<file path="src/rtl/spi_bridge_pkg.sv">
// spi_bridge_pkg: shared state encoding and constants for the SPI register bridge.
package spi_bridge_pkg;
    localparam int BYTE_W = 8;
    localparam int CMD_RD_BIT = 7;
    typedef enum logic [1:0] {IDLE, CMD, WR, RD} state_t;
endpackage

</file>
<file path="src/rtl/spi_reg_bridge_if.sv">
// spi_reg_bridge_if: byte-level handshake between the SPI peripheral (master) and the bridge (slave).
interface spi_reg_bridge_if;
    import spi_bridge_pkg::*;
    logic              csn_pad;
    logic              DRDY;
    logic [BYTE_W-1:0] d_recieved;
    logic [BYTE_W-1:0] d_to_send;
    logic              DWRITTEN;
    modport master (output csn_pad, DRDY, d_recieved, input d_to_send, DWRITTEN);
    modport slave (input csn_pad, DRDY, d_recieved, output d_to_send, DWRITTEN);
endinterface

</file>
<file path="src/rtl/sync_edge.sv">
// sync_edge: 2-flop synchronizer followed by registered rising/falling edge pulses.
module sync_edge (
    input  logic clk,
    input  logic rst_n,
    input  logic d,
    output logic rise,
    output logic fall
);
    logic [2:0] sh;
    // Flops clear to 0 so a line already low at reset release never looks like a falling edge.
    always_ff @(posedge clk or negedge rst_n) begin
        if (!rst_n) begin
            sh   <= '0;
            rise <= 1'b0;
            fall <= 1'b0;
        end else begin
            sh   <= {sh[1:0], d};
            rise <= sh[1] & ~sh[2];
            fall <= ~sh[1] & sh[2];
        end
    end
endmodule

</file>
<file path="src/rtl/spi_reg_bridge.sv">
// spi_reg_bridge: parses chip-select framed SPI bytes into register bank reads and writes.
module spi_reg_bridge
    import spi_bridge_pkg::*;
#(
    parameter int                NUM_REGS = 16,
    parameter logic [BYTE_W-1:0] DEV_ID   = 8'h5A
) (
    input  logic                         m_clk,
    input  logic                         rst_n,
    spi_reg_bridge_if.slave              spi,
    output logic [NUM_REGS*BYTE_W-1:0]   regs_flat,
    output logic                         wr_stb,
    output logic [$clog2(NUM_REGS)-1:0]  wr_addr
);
    localparam int AW = $clog2(NUM_REGS);
    state_t            state;
    logic [AW-1:0]     ptr;
    logic [AW-1:0]     cmd_addr;
    logic [BYTE_W-1:0] mem [NUM_REGS];
    logic [BYTE_W-1:0] tx_q;
    logic              tx_vld;
    logic              byte_ev;
    logic              frame_end;
    logic              frame_start;
    logic              unused_drdy_fall;
    logic              unused_rx_bits;
    sync_edge u_drdy (.clk(m_clk), .rst_n, .d(spi.DRDY), .rise(byte_ev), .fall(unused_drdy_fall));
    sync_edge u_csn (.clk(m_clk), .rst_n, .d(spi.csn_pad), .rise(frame_end), .fall(frame_start));
    assign cmd_addr        = spi.d_recieved[AW-1:0];
    assign unused_rx_bits  = ^spi.d_recieved;
    assign spi.d_to_send   = tx_q;
    assign spi.DWRITTEN    = tx_vld;
    function automatic logic [BYTE_W-1:0] rd_reg(input logic [AW-1:0] a);
        return (a == '0) ? DEV_ID : mem[a];
    endfunction
    genvar g;
    generate
        for (g = 0; g < NUM_REGS; g++) begin : g_flat
            if (g == 0) begin : g_id
                assign regs_flat[BYTE_W-1:0] = DEV_ID;
            end else begin : g_reg
                assign regs_flat[g*BYTE_W +: BYTE_W] = mem[g];
            end
        end
    endgenerate
    // The frame-end override sits last so a coincident byte is fully processed before returning to IDLE.
    always_ff @(posedge m_clk or negedge rst_n) begin
        if (!rst_n) begin
            state   <= IDLE;
            ptr     <= '0;
            tx_q    <= '0;
            tx_vld  <= 1'b0;
            wr_stb  <= 1'b0;
            wr_addr <= '0;
            for (int i = 0; i < NUM_REGS; i++) mem[i] <= '0;
        end else begin
            wr_stb <= 1'b0;
            if (byte_ev) tx_vld <= 1'b0;
            case (state)
                IDLE: if (frame_start) begin
                    state  <= CMD;
                    tx_q   <= '0;
                    tx_vld <= 1'b1;
                end
                CMD: if (byte_ev) begin
                    ptr <= cmd_addr;
                    if (spi.d_recieved[CMD_RD_BIT]) begin
                        state  <= RD;
                        tx_q   <= rd_reg(cmd_addr);
                        tx_vld <= 1'b1;
                    end else begin
                        state <= WR;
                    end
                end
                WR: if (byte_ev) begin
                    if (ptr != '0) begin
                        mem[ptr] <= spi.d_recieved;
                        wr_stb   <= 1'b1;
                        wr_addr  <= ptr;
                    end
                    ptr <= ptr + 1'b1;
                end
                RD: if (byte_ev) begin
                    ptr    <= ptr + 1'b1;
                    tx_q   <= rd_reg(ptr + 1'b1);
                    tx_vld <= 1'b1;
                end
                default: state <= IDLE;
            endcase
            if (frame_end) begin
                state  <= IDLE;
                tx_q   <= '0;
                tx_vld <= 1'b0;
            end
        end
    end
endmodule
</file>
<file path="src/flat_wrapper.sv">
// flat-port wrapper written by rule: the top's interface ports become plain ports
module spi_reg_bridge_flat import spi_bridge_pkg::*;
#(
    parameter int                NUM_REGS = 16,
    parameter logic [BYTE_W-1:0] DEV_ID   = 8'h5A
)
  (m_clk, rst_n, regs_flat, wr_stb, wr_addr, spi_csn_pad, spi_DRDY, spi_d_recieved, spi_d_to_send, spi_DWRITTEN);
  spi_reg_bridge_if spi_i ();
  input  logic m_clk;
  input  logic rst_n;
  output logic [NUM_REGS*BYTE_W-1:0] regs_flat;
  output logic wr_stb;
  output logic [$clog2(NUM_REGS)-1:0] wr_addr;
  input wire logic [$bits(spi_i.csn_pad)-1:0] spi_csn_pad;
  input wire logic [$bits(spi_i.DRDY)-1:0] spi_DRDY;
  input wire logic [$bits(spi_i.d_recieved)-1:0] spi_d_recieved;
  output wire logic [$bits(spi_i.d_to_send)-1:0] spi_d_to_send;
  output wire logic [$bits(spi_i.DWRITTEN)-1:0] spi_DWRITTEN;
  assign spi_i.csn_pad = spi_csn_pad;
  assign spi_i.DRDY = spi_DRDY;
  assign spi_i.d_recieved = spi_d_recieved;
  assign spi_d_to_send = spi_i.d_to_send;
  assign spi_DWRITTEN = spi_i.DWRITTEN;
  spi_reg_bridge #(.NUM_REGS(NUM_REGS), .DEV_ID(DEV_ID)) u_core (.m_clk(m_clk), .rst_n(rst_n), .spi(spi_i), .regs_flat(regs_flat), .wr_stb(wr_stb), .wr_addr(wr_addr));
endmodule
</file>
<file path="config.mk">
export PLATFORM = sky130hd
export DESIGN_NAME = spi_reg_bridge_flat
export DESIGN_NICKNAME = d
export VERILOG_FILES = /design/src/rtl/spi_bridge_pkg.sv /design/src/rtl/spi_reg_bridge_if.sv /design/src/rtl/sync_edge.sv /design/src/rtl/spi_reg_bridge.sv /design/src/flat_wrapper.sv
export SDC_FILE = /design/constraint.sdc
export NUM_CORES = 1
export LEC_CHECK = 0
export CORE_ASPECT_RATIO = 0.6
export CORE_MARGIN = 4
export CORE_UTILIZATION = 45
export DETAILED_ROUTE_END_ITERATION = 12
export PLACE_DENSITY = 0.66
export SYNTH_ARGS = -nofsm -noshare
export SYNTH_HDL_FRONTEND = slang
export SYNTH_SLANG_ARGS = --single-unit
</file>
<file path="constraint.sdc">
create_clock -name m_clk -period 8.6 [get_ports m_clk]
set_input_delay 1.72 -clock m_clk [delete_from_list [all_inputs] [get_ports m_clk]]
set_output_delay 1.72 -clock m_clk [all_outputs]
set_load 0.1 [all_outputs]
</file>
==> flow_summary.toml <==
[cells_and_area]
fin_cells = 1009
layout-drive-gt1-share_pct = 32.3
fin_area_sq_um = 10400
multi_input_area_sq_um = 4060
diodes = 0
fill_cells = 1659
syn_to_final_growth_pct = 13.0
final_common_cell = "dfrtp_1"
num-nets-final = 744
layout_common_cells = "dfrtp_1 (156), clkdlybuf4s50_1 (141), mux2_2 (133)"
ff_latch_area_sq_um = 3930

[placement]
dp_cells = 977
post_dp_cell_area_sq_um = 9860
gp_congestion = 0.888
dpl.hpwl_um = 17500
port_buffers = 145
pre_cts_ws_ns = 4.19

[worst_setup_path]
critPathKind = "primary input to register"
ff2ff_setup_slack_ns = 4.87
r2r_start = "u_core.ptr[2]$_DFFE_PN0P_"
reg2regPathDepth = 4
worstPathArrival_ns = 4.37
cp-start-kind = "primary input"
worstSetupEndpointType = "register"
worstPathMaxFanout = 18
r2r_end = "u_core.regs_flat[119]$_DFFE_PN0P_"
worstPathRequired_ns = 8.93

[route]
wl_um = 25700
first_iter_violations = 427
postRouteAntennaNets = 0
via_per_inst = 5.92
drc = 0
vias = 5977
dr.pass1.iters = 5
wl_per_cell_um = 25.5

[sta]
maxSlewHeadroom_pct = 17.4
setup_tns_ns = 0
period_needed_ns = 4.04
period_share_pct = 47.0
hold_viol = 0
rsz0062_at_grt = "false"
setup_viol = 0
tightest_slew_ns = 1.24
report.final.slew_viol_count = 0
finClkSkew_ns = 0.00819
clock.fmax_mhz = 247
finalWorstSetupSlack_ns = 4.56

[cts]
htree_levels = 4
clk_latency_ns = 0.43
clock-root-buffer = "clkbuf_16"
cts_made_buffers = 17
clock_sinks = 157
clk_path_buf_depth = 2
postCtsSetupRepairBufs = 0
cts_tree = "yes"
clkTransAtPathRegs_ns = 0.06
ctsHoldBuffers = 0
postCtsResizedCells = 0

[die]
coreArea_sq_um = 20100
rows = 40
initial_core_util_pct = 46.0
die-area_sq_um = 22900
fp.dieH_um = 119
die_w_um = 193
ios = 154

[grt]
grt_use_total_pct = 22.8
overflow = 0
grt_pass1_wl_um = 38900
grt_max_degree = 88
grt_pass1_vias = 6047
antenna_found_initial = 0

[worst_hold_path]
holdCritStartpoint = "u_core.u_drdy.sh[0]$_DFF_PN0_"
holdPathEnd = "u_core.u_drdy.sh[1]$_DFF_PN0_"
holdCritPathClass = "register to register"
hold_depth = 0

[power_and_ir_drop]
power_density_nw_per_um2 = 339
vdd.ir_drop.worst_mv = 0.178
p_leak_nw = 4.40

[synthesis]
synth_warnings = 0
ys_ff_latch = 157
synth_area_sq_um = 9230
synthArstFlopShare_pct = 100
yosysUniqueCellTypes = 50
syn_avg_cell_area_sq_um = 12.6
synthCells = 730
synth-edff-count = 0
seq_area_frac_synth_pct = 42.6
ys.flop_type = "dfrtp_1"

[outcome]
status = "completed"

[flow_run]
maxCapViolations = 0
==> state kept, by name (all words and copies together) (netlist names) <==
signal and cells:
u_core.spi.d_to_send 8, u_core.spi.DWRITTEN 1, u_core.u_csn.fall 1, u_core.wr_addr 4, u_core.mem 8, u_core.u_csn.rise 1, u_core.ptr 4, u_core.u_csn.sh 3
u_core.regs_flat 120, u_core.u_drdy.rise 1, u_core.wr_stb 1, u_core.u_drdy.sh 3, u_core.state 2
==> power breakdown <==
| part | internal, mW | switching, mW |
|---|---|---|
| registers | 0.844 | 0.141 |
| logic | 0.594 | 1.22 |
| clock network | 0.430 | 0.309 |
==> logic make-up after synthesis <==
group	share of synthesized area, %
AOI/OAI and AO/OA	4.19
xor gates and xnor gates	0.366
adders and majority gates	1.22
buffers and inverters	13.7
DFF	42.6
muxes	32.1
other	0.0814
and+or+nand+nor	5.79
==> worst max path at each step <==
stage               slack (ns)  cells after the start                                  end               from
CTS                       4.62                      6  u_core.spi.d_to_send[0]$_DFFE_PN0P_  spi_d_recieved[7]
global route              4.48                      6  u_core.spi.d_to_send[0]$_DFFE_PN0P_  spi_d_recieved[7]
global placement          4.41                      6  u_core.spi.d_to_send[2]$_DFFE_PN0P_  spi_d_recieved[7]
detailed placement        4.19                      6  u_core.spi.d_to_send[0]$_DFFE_PN0P_  spi_d_recieved[7]
floorplan                 5.32                      6  u_core.spi.d_to_send[6]$_DFFE_PN0P_  spi_d_recieved[0]
finish                    4.56                      6  u_core.spi.d_to_send[0]$_DFFE_PN0P_  spi_d_recieved[7]
==> per-stage QoR <==
stage / total power, mW / util (%) / hold WS (ns)
after floorplan: 2.47 / - / 0.331
after global placement: 2.78 / 49.1 / 0.345
after detailed placement: 2.80 / 49.1 / 0.348
after CTS: 3.54 / 52.0 / 0.360
after global routing: 3.67 / 52.0 / 0.364
final: 3.53 / 52.0 / 0.354
==> layout make-up <==
type	count	area share [%]
clock inverters	13	1.19
flip-flops and latches	157	37.7
inverters	9	0.324
multi-input cells	385	38.9
clock buffers	19	4.25
repair buffers	153	14.4
well taps	273	3.28
==> worst max-delay path, stage by stage <==
cell             delay, ns
clkdlybuf4s50_1       0.98
a21boi_1              0.12
or4_1                 0.74
nor3_1                0.49
a21oi_1               0.16
o211ai_1              0.15
==> layer usage <==
layer / track usage (%) / up-vias / part of all wire [%] / wire [um]
met2: 31.9 / 281 / 44 / 11300
li1: - / 2507 / - / -
met1: 34.7 / 3156 / 46 / 11800
met4: 6.54 / 0 / 1.7 / 441
met3: 6.41 / 33 / 8.5 / 2200
met5: 0 / - / 0 / 0
==> cell usage after synthesis, types with 9 or more instances <==
library cell,instances,area share [%]
a21oi_1,11,0.60
buf_2,21,1.1
buf_4,131,11
clkbuf_1,30,1.2
dfrtp_1,157,43
ha_1,9,1.2
inv_1,9,0.37
mux2_2,133,16
mux2i_1,20,2.2
mux4_2,56,14
nand2_1,28,1.1
nand3_1,10,0.54
nor2_1,14,0.57
nor2b_1,11,0.75
o21ai_0,12,0.65
Note: power is estimated with default switching activity, not from simulation.
